`src/rtl/spi_ctrl_pkg.sv`:
```
// Shared types and constants for the SPI transfer control path.
// Latency: n/a (types, constants and elaboration helpers only).
// Backpressure: n/a.
//
// Contents:
//   SPI_WORD_W   width of a buffer word {ss[1:0], tx[31:0]}
//   seq_state_t  transfer sequencer state encoding
//   timer_width  counter width needed to count 0 .. limit-1
package spi_ctrl_pkg;

  localparam int unsigned SPI_WORD_W = 34;

  typedef enum logic [2:0] {
    IDLE,
    POP,
    GO,
    WAIT_RDY,
    LAUNCH,
    SHIFT,
    GAP,
    ERROR
  } seq_state_t;

  // A counter that must reach limit-1 needs clog2(limit) bits; keep at
  // least one bit so a limit of 1 or 2 still elaborates to a real register.
  function automatic int unsigned timer_width(input int unsigned limit);
    return (limit > 2) ? $clog2(limit) : 1;
  endfunction

endpackage

```
`src/rtl/spi_cycle_timer.sv`:
```
// Load/count/expire cycle timer used for the DREADY timeout and the inter-transfer gap.
// Latency: expired rises LIMIT-1 enabled counts after load.
// Backpressure: none; the counter saturates at LIMIT-1 and holds until reloaded.
//
// Ports:
//   SCLK      in   clock
//   ARESETN   in   synchronous, active-low reset (count -> 0)
//   load      in   restart the count from 0 (wins over count_en)
//   count_en  in   advance the count by one this cycle
//   expired   out  count has reached LIMIT-1
module spi_cycle_timer
  import spi_ctrl_pkg::*;
#(
  parameter int unsigned LIMIT = 2
) (
  input  logic SCLK,
  input  logic ARESETN,
  input  logic load,
  input  logic count_en,
  output logic expired
);

  localparam int unsigned W = timer_width(LIMIT);
  localparam logic [W-1:0] LAST = W'(LIMIT - 1);

  logic [W-1:0] count;

  // Saturating at LAST means a caller may sit in a state with the timer
  // enabled for as long as it likes without the count wrapping back to 0.
  always_ff @(posedge SCLK) begin
    if (!ARESETN) begin
      count <= '0;
    end else if (load) begin
      count <= '0;
    end else if (count_en && (count != LAST)) begin
      count <= count + W'(1);
    end
  end

  assign expired = (count == LAST);

endmodule

```
`src/rtl/spi_xfer_sequencer.sv`:
```
// Schedules transfers: pops TX+SS together, requests the buffer word, launches the shift engine.
// Latency: IDLE->go 2 cycles; dready->shift_start 1 cycle; period >= 5 + GAP_CYCLES + shift time.
// Backpressure: waits on empty FIFOs, dready (with timeout) and shift_done; enable gates new starts.
//
// Ports:
//   SCLK, ARESETN          clock, synchronous active-low reset
//   enable                 allow a new transfer to start from IDLE
//   clr_err                leave ERROR and clear timeout_err
//   tx_empty, ss_empty     FIFO status; both must be non-empty to start
//   tx_rd_en, ss_rd_en     one-cycle pop strobes, always issued together
//   go                     one-cycle request to the data buffer
//   dready, dword          data buffer word valid / word
//   sresp                  one-cycle ack to the data buffer
//   shift_start            one-cycle launch to the shift engine
//   shift_word             captured word presented to the shift engine
//   shift_done             one-cycle completion pulse from the shift engine
//   busy                   sequencer not in IDLE
//   timeout_err            sticky DREADY timeout flag
//   xfer_count             completed transfers, wrapping
module spi_xfer_sequencer
  import spi_ctrl_pkg::*;
#(
  parameter int unsigned DATA_W         = SPI_WORD_W,
  parameter int unsigned CNT_W          = 16,
  parameter int unsigned TIMEOUT_CYCLES = 64,
  parameter int unsigned GAP_CYCLES     = 2
) (
  input  logic              SCLK,
  input  logic              ARESETN,
  input  logic              enable,
  input  logic              clr_err,
  input  logic              tx_empty,
  input  logic              ss_empty,
  output logic              tx_rd_en,
  output logic              ss_rd_en,
  output logic              go,
  input  logic              dready,
  input  logic [DATA_W-1:0] dword,
  output logic              sresp,
  output logic              shift_start,
  output logic [DATA_W-1:0] shift_word,
  input  logic              shift_done,
  output logic              busy,
  output logic              timeout_err,
  output logic [CNT_W-1:0]  xfer_count
);

  seq_state_t state;
  seq_state_t next_state;

  logic to_load;
  logic to_count;
  logic to_expired;
  logic gap_load;
  logic gap_count;
  logic gap_expired;

  // The timeout timer restarts in GO so every WAIT_RDY visit gets the full
  // TIMEOUT_CYCLES budget; it only advances while the buffer is not ready.
  assign to_load  = (state == GO);
  assign to_count = (state == WAIT_RDY) && !dready;

  // The gap timer is held at zero throughout SHIFT, so it is already clear
  // on the first GAP cycle no matter how long the shift took.
  assign gap_load  = (state == SHIFT);
  assign gap_count = (state == GAP);

  spi_cycle_timer #(
    .LIMIT (TIMEOUT_CYCLES)
  ) u_timeout_timer (
    .SCLK     (SCLK),
    .ARESETN  (ARESETN),
    .load     (to_load),
    .count_en (to_count),
    .expired  (to_expired)
  );

  spi_cycle_timer #(
    .LIMIT (GAP_CYCLES)
  ) u_gap_timer (
    .SCLK     (SCLK),
    .ARESETN  (ARESETN),
    .load     (gap_load),
    .count_en (gap_count),
    .expired  (gap_expired)
  );

  always_ff @(posedge SCLK) begin
    if (!ARESETN) begin
      state <= IDLE;
    end else begin
      state <= next_state;
    end
  end

  // Moore machine: every strobe is a pure decode of the current state, so
  // each is exactly one cycle wide and reset drops them all at once.
  always_comb begin
    next_state  = state;
    tx_rd_en    = 1'b0;
    ss_rd_en    = 1'b0;
    go          = 1'b0;
    sresp       = 1'b0;
    shift_start = 1'b0;
    busy        = 1'b1;
    timeout_err = 1'b0;

    case (state)
      IDLE: begin
        busy = 1'b0;
        // Both FIFOs must hold a word; popping only one would desync TX/SS.
        if (enable && !tx_empty && !ss_empty) begin
          next_state = POP;
        end
      end

      POP: begin
        tx_rd_en   = 1'b1;
        ss_rd_en   = 1'b1;
        next_state = GO;
      end

      GO: begin
        go         = 1'b1;
        next_state = WAIT_RDY;
      end

      WAIT_RDY: begin
        if (dready) begin
          next_state = LAUNCH;
        end else if (to_expired) begin
          next_state = ERROR;
        end
      end

      LAUNCH: begin
        shift_start = 1'b1;
        sresp       = 1'b1;
        next_state  = SHIFT;
      end

      SHIFT: begin
        if (shift_done) begin
          next_state = GAP;
        end
      end

      GAP: begin
        // The buffer may keep dready high for a couple of cycles after
        // sresp; waiting for it to drop keeps the next WAIT_RDY from
        // capturing the word we just consumed.
        if (gap_expired && !dready) begin
          next_state = IDLE;
        end
      end

      ERROR: begin
        timeout_err = 1'b1;
        if (clr_err) begin
          next_state = IDLE;
        end
      end

      default: begin
        next_state = IDLE;
      end
    endcase
  end

  // Capture happens on the WAIT_RDY->LAUNCH edge so shift_word is already
  // stable in the cycle shift_start is raised.
  always_ff @(posedge SCLK) begin
    if (!ARESETN) begin
      shift_word <= '0;
    end else if ((state == WAIT_RDY) && dready) begin
      shift_word <= dword;
    end
  end

  always_ff @(posedge SCLK) begin
    if (!ARESETN) begin
      xfer_count <= '0;
    end else if ((state == SHIFT) && shift_done) begin
      xfer_count <= xfer_count + CNT_W'(1);
    end
  end

endmodule
```
`config.mk`:
```
export PLATFORM = sky130hd
export DESIGN_NAME = spi_xfer_sequencer
export DESIGN_NICKNAME = d
export VERILOG_FILES = /design/src/rtl/spi_ctrl_pkg.sv /design/src/rtl/spi_cycle_timer.sv /design/src/rtl/spi_xfer_sequencer.sv
export SDC_FILE = /design/constraint.sdc
export NUM_CORES = 1
export LEC_CHECK = 0
export CAP_MARGIN = 40
export CORE_MARGIN = 4
export CORE_UTILIZATION = 40
export DETAILED_ROUTE_END_ITERATION = 16
export HOLD_SLACK_MARGIN = 0.12
export MAX_ROUTING_LAYER = met4
export PLACE_DENSITY = 0.75
export SYNTH_ARGS = -nofsm -noshare
export SYNTH_HDL_FRONTEND = slang
export SYNTH_SLANG_ARGS = --single-unit
export TNS_END_PERCENT = 10
```
`constraint.sdc`:
```
create_clock -name SCLK -period 1.8 [get_ports SCLK]
set_input_delay 0.27 -clock SCLK [delete_from_list [all_inputs] [get_ports SCLK]]
set_output_delay 0.27 -clock SCLK [all_outputs]
set_load 0.005 [all_outputs]
```
# Yosys cells after proc, flatten, opt, wreduce, memory -nomap -nowiden
# Cells that the tools add are included.
[classes] add_sub_neg=3 n_eq_ne=14 mux=12 bitwise=2 n_reduce_logical=15
[ops] op="$pmux W3 S8" n=1
[ops] op="$mux W3" n=6
[ops] op="$add A16 B1 Y16 const B" n=1
[ops] op="$eq A3 B3 Y1 const B" n=4
[ops] op="$logic_and A1 B1 Y1" n=8
[ops] op="$ne A2 B2 Y1 const B" n=4
[ops] op="$add A6 B1 Y6 const B" n=1
[ops] op="$eq A3 B2 Y1 const B" n=2
[ops] op="$eq A6 B6 Y1 const B" n=1
[ops] op="$ne A6 B6 Y1 const B" n=1
[ops] op="$mux W1" n=5
[ops] op="$reduce_and A5 Y1" n=1
[ops] op="$reduce_or A2 Y1" n=2
[ops] op="$eq A3 B1 Y1 const B" n=1
[ops] op="$logic_not A1 Y1" n=3
[ops] op="$logic_not A3 Y1" n=1
[ops] op="$ne A3 B3 Y1 const B" n=1
[ops] op="$not A1 Y1" n=2
[ops] op="$add A1 B1 Y1 const B" n=1
[totals] register_bits=60 input_bits=42 output_inout_bits=57 wordCells=51

# Depth between registers and ports, before layout
[logic_depth] depth_word=5 ltp_mapped=6 ltp_nobuf=5

# Modules after synthesis
# A second synthesis with hierarchy kept.
[unflattened] cells_unflattened=316 hier_area_um2=2549.9
[modules_own_cells] mod="spi_xfer_sequencer" instances=1 cells_each=280 area_per_inst_um2=2212.1 seq_area_each_um2=1061.0
[modules_own_cells] mod="spi_cycle_timer (u_timeout_timer)" instances=1 cells_each=33 area_per_inst_um2=301.5 seq_area_each_um2=120.1
[modules_own_cells] mod="spi_cycle_timer (u_gap_timer)" instances=1 cells_each=3 area_per_inst_um2=36.3 seq_area_each_um2=20.0

# Worst setup path after synthesis
# OpenSTA, ideal clock, no wires.
[synth_timing] path_type="register to register" start="register u_timeout_timer.count[0]" end="register state[2]" setup_time_ps=72 arrival_time_ps=1496 required_ps=1728 path_slack_ps=232 path_stages_with_launch=6 path_buffers=0 synth_period_minus_slack_ps=1568 path_cell_list="dfxtp_1 > ha_1 > nand3_1 > o21ai_0 > nor4b_1 > mux2i_1"
[synth_between] elab_chain_cells=3
[synth_rtl] element="from (decl)" line_no="spi_cycle_timer.sv:26" text="logic [W-1:0] count;"
[synth_rtl] element="from (signal assigned)" line_no="spi_cycle_timer.sv:36" text="count <= count + W'(1);"
[synth_rtl] element="$eq A6 B6 Y1" line_no="spi_cycle_timer.sv:40" text="assign expired = (count == LAST);"
[synth_rtl] element="$ne A3 B3 Y1 (no source line)"
[synth_rtl] element="$reduce_and A5 Y1 (no source line)"
[synth_rtl] element="to (signal assigned)" line_no="spi_xfer_sequencer.sv:92" text="state <= next_state;"
[synth_rtl] element="to (decl)" line_no="spi_xfer_sequencer.sv:48" text="seq_state_t state;"
# No other way between the ends.
# A chain may end at the register's enable or synchronous reset.

# Final worst setup path
[layout_timing] start="register state[0]" end="output port busy"
[layout_between] elab_chain_cells=2
[layout_rtl] element="$logic_not A3 Y1" line_no="spi_xfer_sequencer.sv:108" text="case (state)"
[layout_rtl] element="$mux W1" line_no="spi_xfer_sequencer.sv:108"
[layout_rtl] element="to (decl)" line_no="spi_xfer_sequencer.sv:43" text="output logic busy,"
# No other way between the ends.

==> results.json <==
{
  "status": "completed",
  "slew_headroom": 0.745,
  "synth-seq-cells": 60,
  "syn_area_sq_um": 2510,
  "fin_cells": 495,
  "synth_cell_types": 40,
  "worst_pin_slew_ns": 0.373,
  "critical_path.top_delay_family": "buffers and inverters",
  "grt_start_max_net_pins": 37,
  "viasPerCell": 4.93,
  "timing.final.crit_share": 0.959,
  "synth_cells": 308,
  "place.gp.congestion": 0.746,
  "worst_setup_path_end_kind": "primary output",
  "synth_area_leaders": "dfxtp_1 (48%), nand2_1 (12%), a21oi_1 (8.2%)",
  "cts.sinks": 60,
  "cts_made_buffers": 9,
  "areaGrowthSynthToFinish_pct": 55.2,
  "yosysTopAreaCellShare": 0.478,
  "fillers": 525,
  "wirelength_um": 6470,
  "start_kind": "flip-flop",
  "p_leak_nw": 1.46,
  "die-area_sq_um": 7620,
  "final_cell_mix": "clkdlybuf4s50_1 (91), nand2_1 (83), dfxtp_1 (58)",
  "drive_above_1_share": 0.112,
  "fmax_mhz": 579,
  "grt_pass1_wl_um": 10600,
  "grt_usage": 0.180,
  "path_depth": 3,
  "maxCapViolations": 0,
  "clock_latency_ns": 0.33,
  "crit_type": "reg -> out",
  "rsz0062_at_grt": "false",
  "period_needed_ns": 1.73,
  "post_cts_buffers": 0,
  "dp.cells": 479,
  "antenna_found_initial": 0,
  "crit_path_cell_trace": "buf_6 -> or3_1 -> dlygate4sd2_1",
  "vias": 2442,
  "antenna_cells": 0,
  "ctsHtreeMaxLevel": 3,
  "drc": 0,
  "grt_pass1_vias": 2341,
  "hold_violations": 0,
  "yosys_warnings": 0,
  "drv_slew": 0,
  "utilization": 0.648,
  "rr_worst_depth": 4,
  "setup_viol": 0,
  "wl_per_cell_um": 13.1,
  "fp.dieW_um": 87.3,
  "synth.net_count": 352,
  "netlist.top_cell.by_area": "dfxtp_1",
  "async_flop_share": 0,
  "cts_root_buffer": "clkbuf_8",
  "path_max_fanout": 12,
  "skew_ns": 0.00754,
  "arrival_ns": 1.46,
  "start_util": 0.417,
  "nets": 459,
  "ys_seq_area_frac": 0.478,
  "clk_pin_slew_ns": 0.06,
  "crit_path_top_delay_cell": "or3_1",
  "min_path_cells": 2,
  "critical_path_buf_inv_count": 2,
  "peakVddDrop_uv": 426,
  "rows": 28,
  "synth_edf_count": 0,
  "io-pin-count": 99,
  "yosys_most_used_dff": "dfxtp_1",
  "cts_hold_buf": 0,
  "detailed_place_hpwl_um": 4680,
  "grt-ovfl-total": 0,
  "numPortBuffers": 98,
  "layout_commonest_cell": "clkdlybuf4s50_1",
  "antenna_left": 0,
  "hp-class": "reg -> reg",
  "max_stage_delay_ns": 0.37,
  "cts_tree": "done",
  "die_h_um": 87.3,
  "syn_area_per_cell_sq_um": 8.17,
  "power_per_cell_area_nw_per_um2": 725,
  "dr.pass1.iters": 4,
  "core_sq_um": 6030,
  "drtIter0Drc": 89,
  "clk_path_buf_depth": 2,
  "worstPathRequired_ns": 1.53
}
==> synthesized netlist by cell type (all sizes together), types with 3 or more instances <==
cell type,instances
a211oi,3
a21oi,41
and3,4
and4,3
buf,9
clkbuf,10
dfxtp,60
inv,4
mux2i,6
nand2,83
nand2b,5
nand3,6
nand4,3
nor2,21
nor3,7
nor4,3
o21ai,4
or3,3
xnor2,4
xor2,9
==> timing repair <==
action / 4_1_cts / 5_1_grt
resized for setup: 6 / 11
pin swaps: 0 / 1
cloned: 0 / 0
hold endpoints to repair: 0 / 0
setup endpoints to repair: 7 / 5
==> final timing paths <==
check / start / end / slack [ns]
setup / recovery: state[0] / busy / 0.07
hold / removal: shift_word[33] / shift_word[33] / 0.45
setup reg to reg: xfer_count[4] / xfer_count[12] / 0.15
hold reg to reg: shift_word[33] / shift_word[33] / 0.45
==> worst register-to-register path: cells and delay by family (launching register included) <==
family / cells / cell delay, ns
AO/OA/AOI/OAI: 1 / 0.15
flip-flops: 1 / 0.45
AND/OR/NAND/NOR: 3 / 0.98
==> where the power goes <==
| group | internal, mW | total (mW) | switching, mW |
|---|---|---|---|
| clock network | 0.811 | 1.32 | 0.511 |
| logic | 0.114 | 0.175 | 0.0607 |
| registers | 1.33 | 1.33 | 0.00322 |
==> routing by layer <==
layer / GRT usage / share of wire
met2: 0.301 / 0.50
met1: 0.202 / 0.43
met3: 0.0605 / 0.063
met4: 0.0544 / 0.0079
met5: - / 0
==> cells by family after synthesis <==
family / synth area share
AND/OR/NAND/NOR: 0.284
flip-flops: 0.478
AO/OA/AOI/OAI: 0.117
buffers and inverters: 0.0418
XOR/XNOR: 0.0453
multiplexers: 0.0239
adder cells (fa/ha/maj): 0.00995
==> state kept, by name (all words and copies together) (netlist names) <==
register / flops
xfer_count: 16
u_gap_timer.expired: 1
shift_word: 34
state: 3
u_timeout_timer.count: 6
==> final cells by class <==
type / count / area, sq um / area share
multi-input cells: 225 / 1220 / 0.314
repair buffers: 115 / 1150 / 0.294
clock inverters: 5 / 75.1 / 0.0192
well taps: 75 / 93.8 / 0.0240
flip-flops and latches: 60 / 1210 / 0.309
clock buffers: 11 / 141 / 0.0362
inverters: 4 / 15.0 / 0.00385
==> through the flow <==
step                      instance area (sq um)  setup WS [ns]  TNS, ns  power (mW)  hold WS, ns
after global placement                     3650         0.0468        0        1.54        0.441
after detailed placement                   3650        -0.0283  -0.0283        1.54        0.446
final                                      3900         0.0742        0        2.83        0.452
after floorplan                            2510          0.232        0        1.41        0.405
after CTS                                  3870        -0.0616   -0.214        2.86        0.454
after global routing                       3900         0.0101        0        2.95        0.474
No activity file was read; power rests on OpenSTA's default activity.
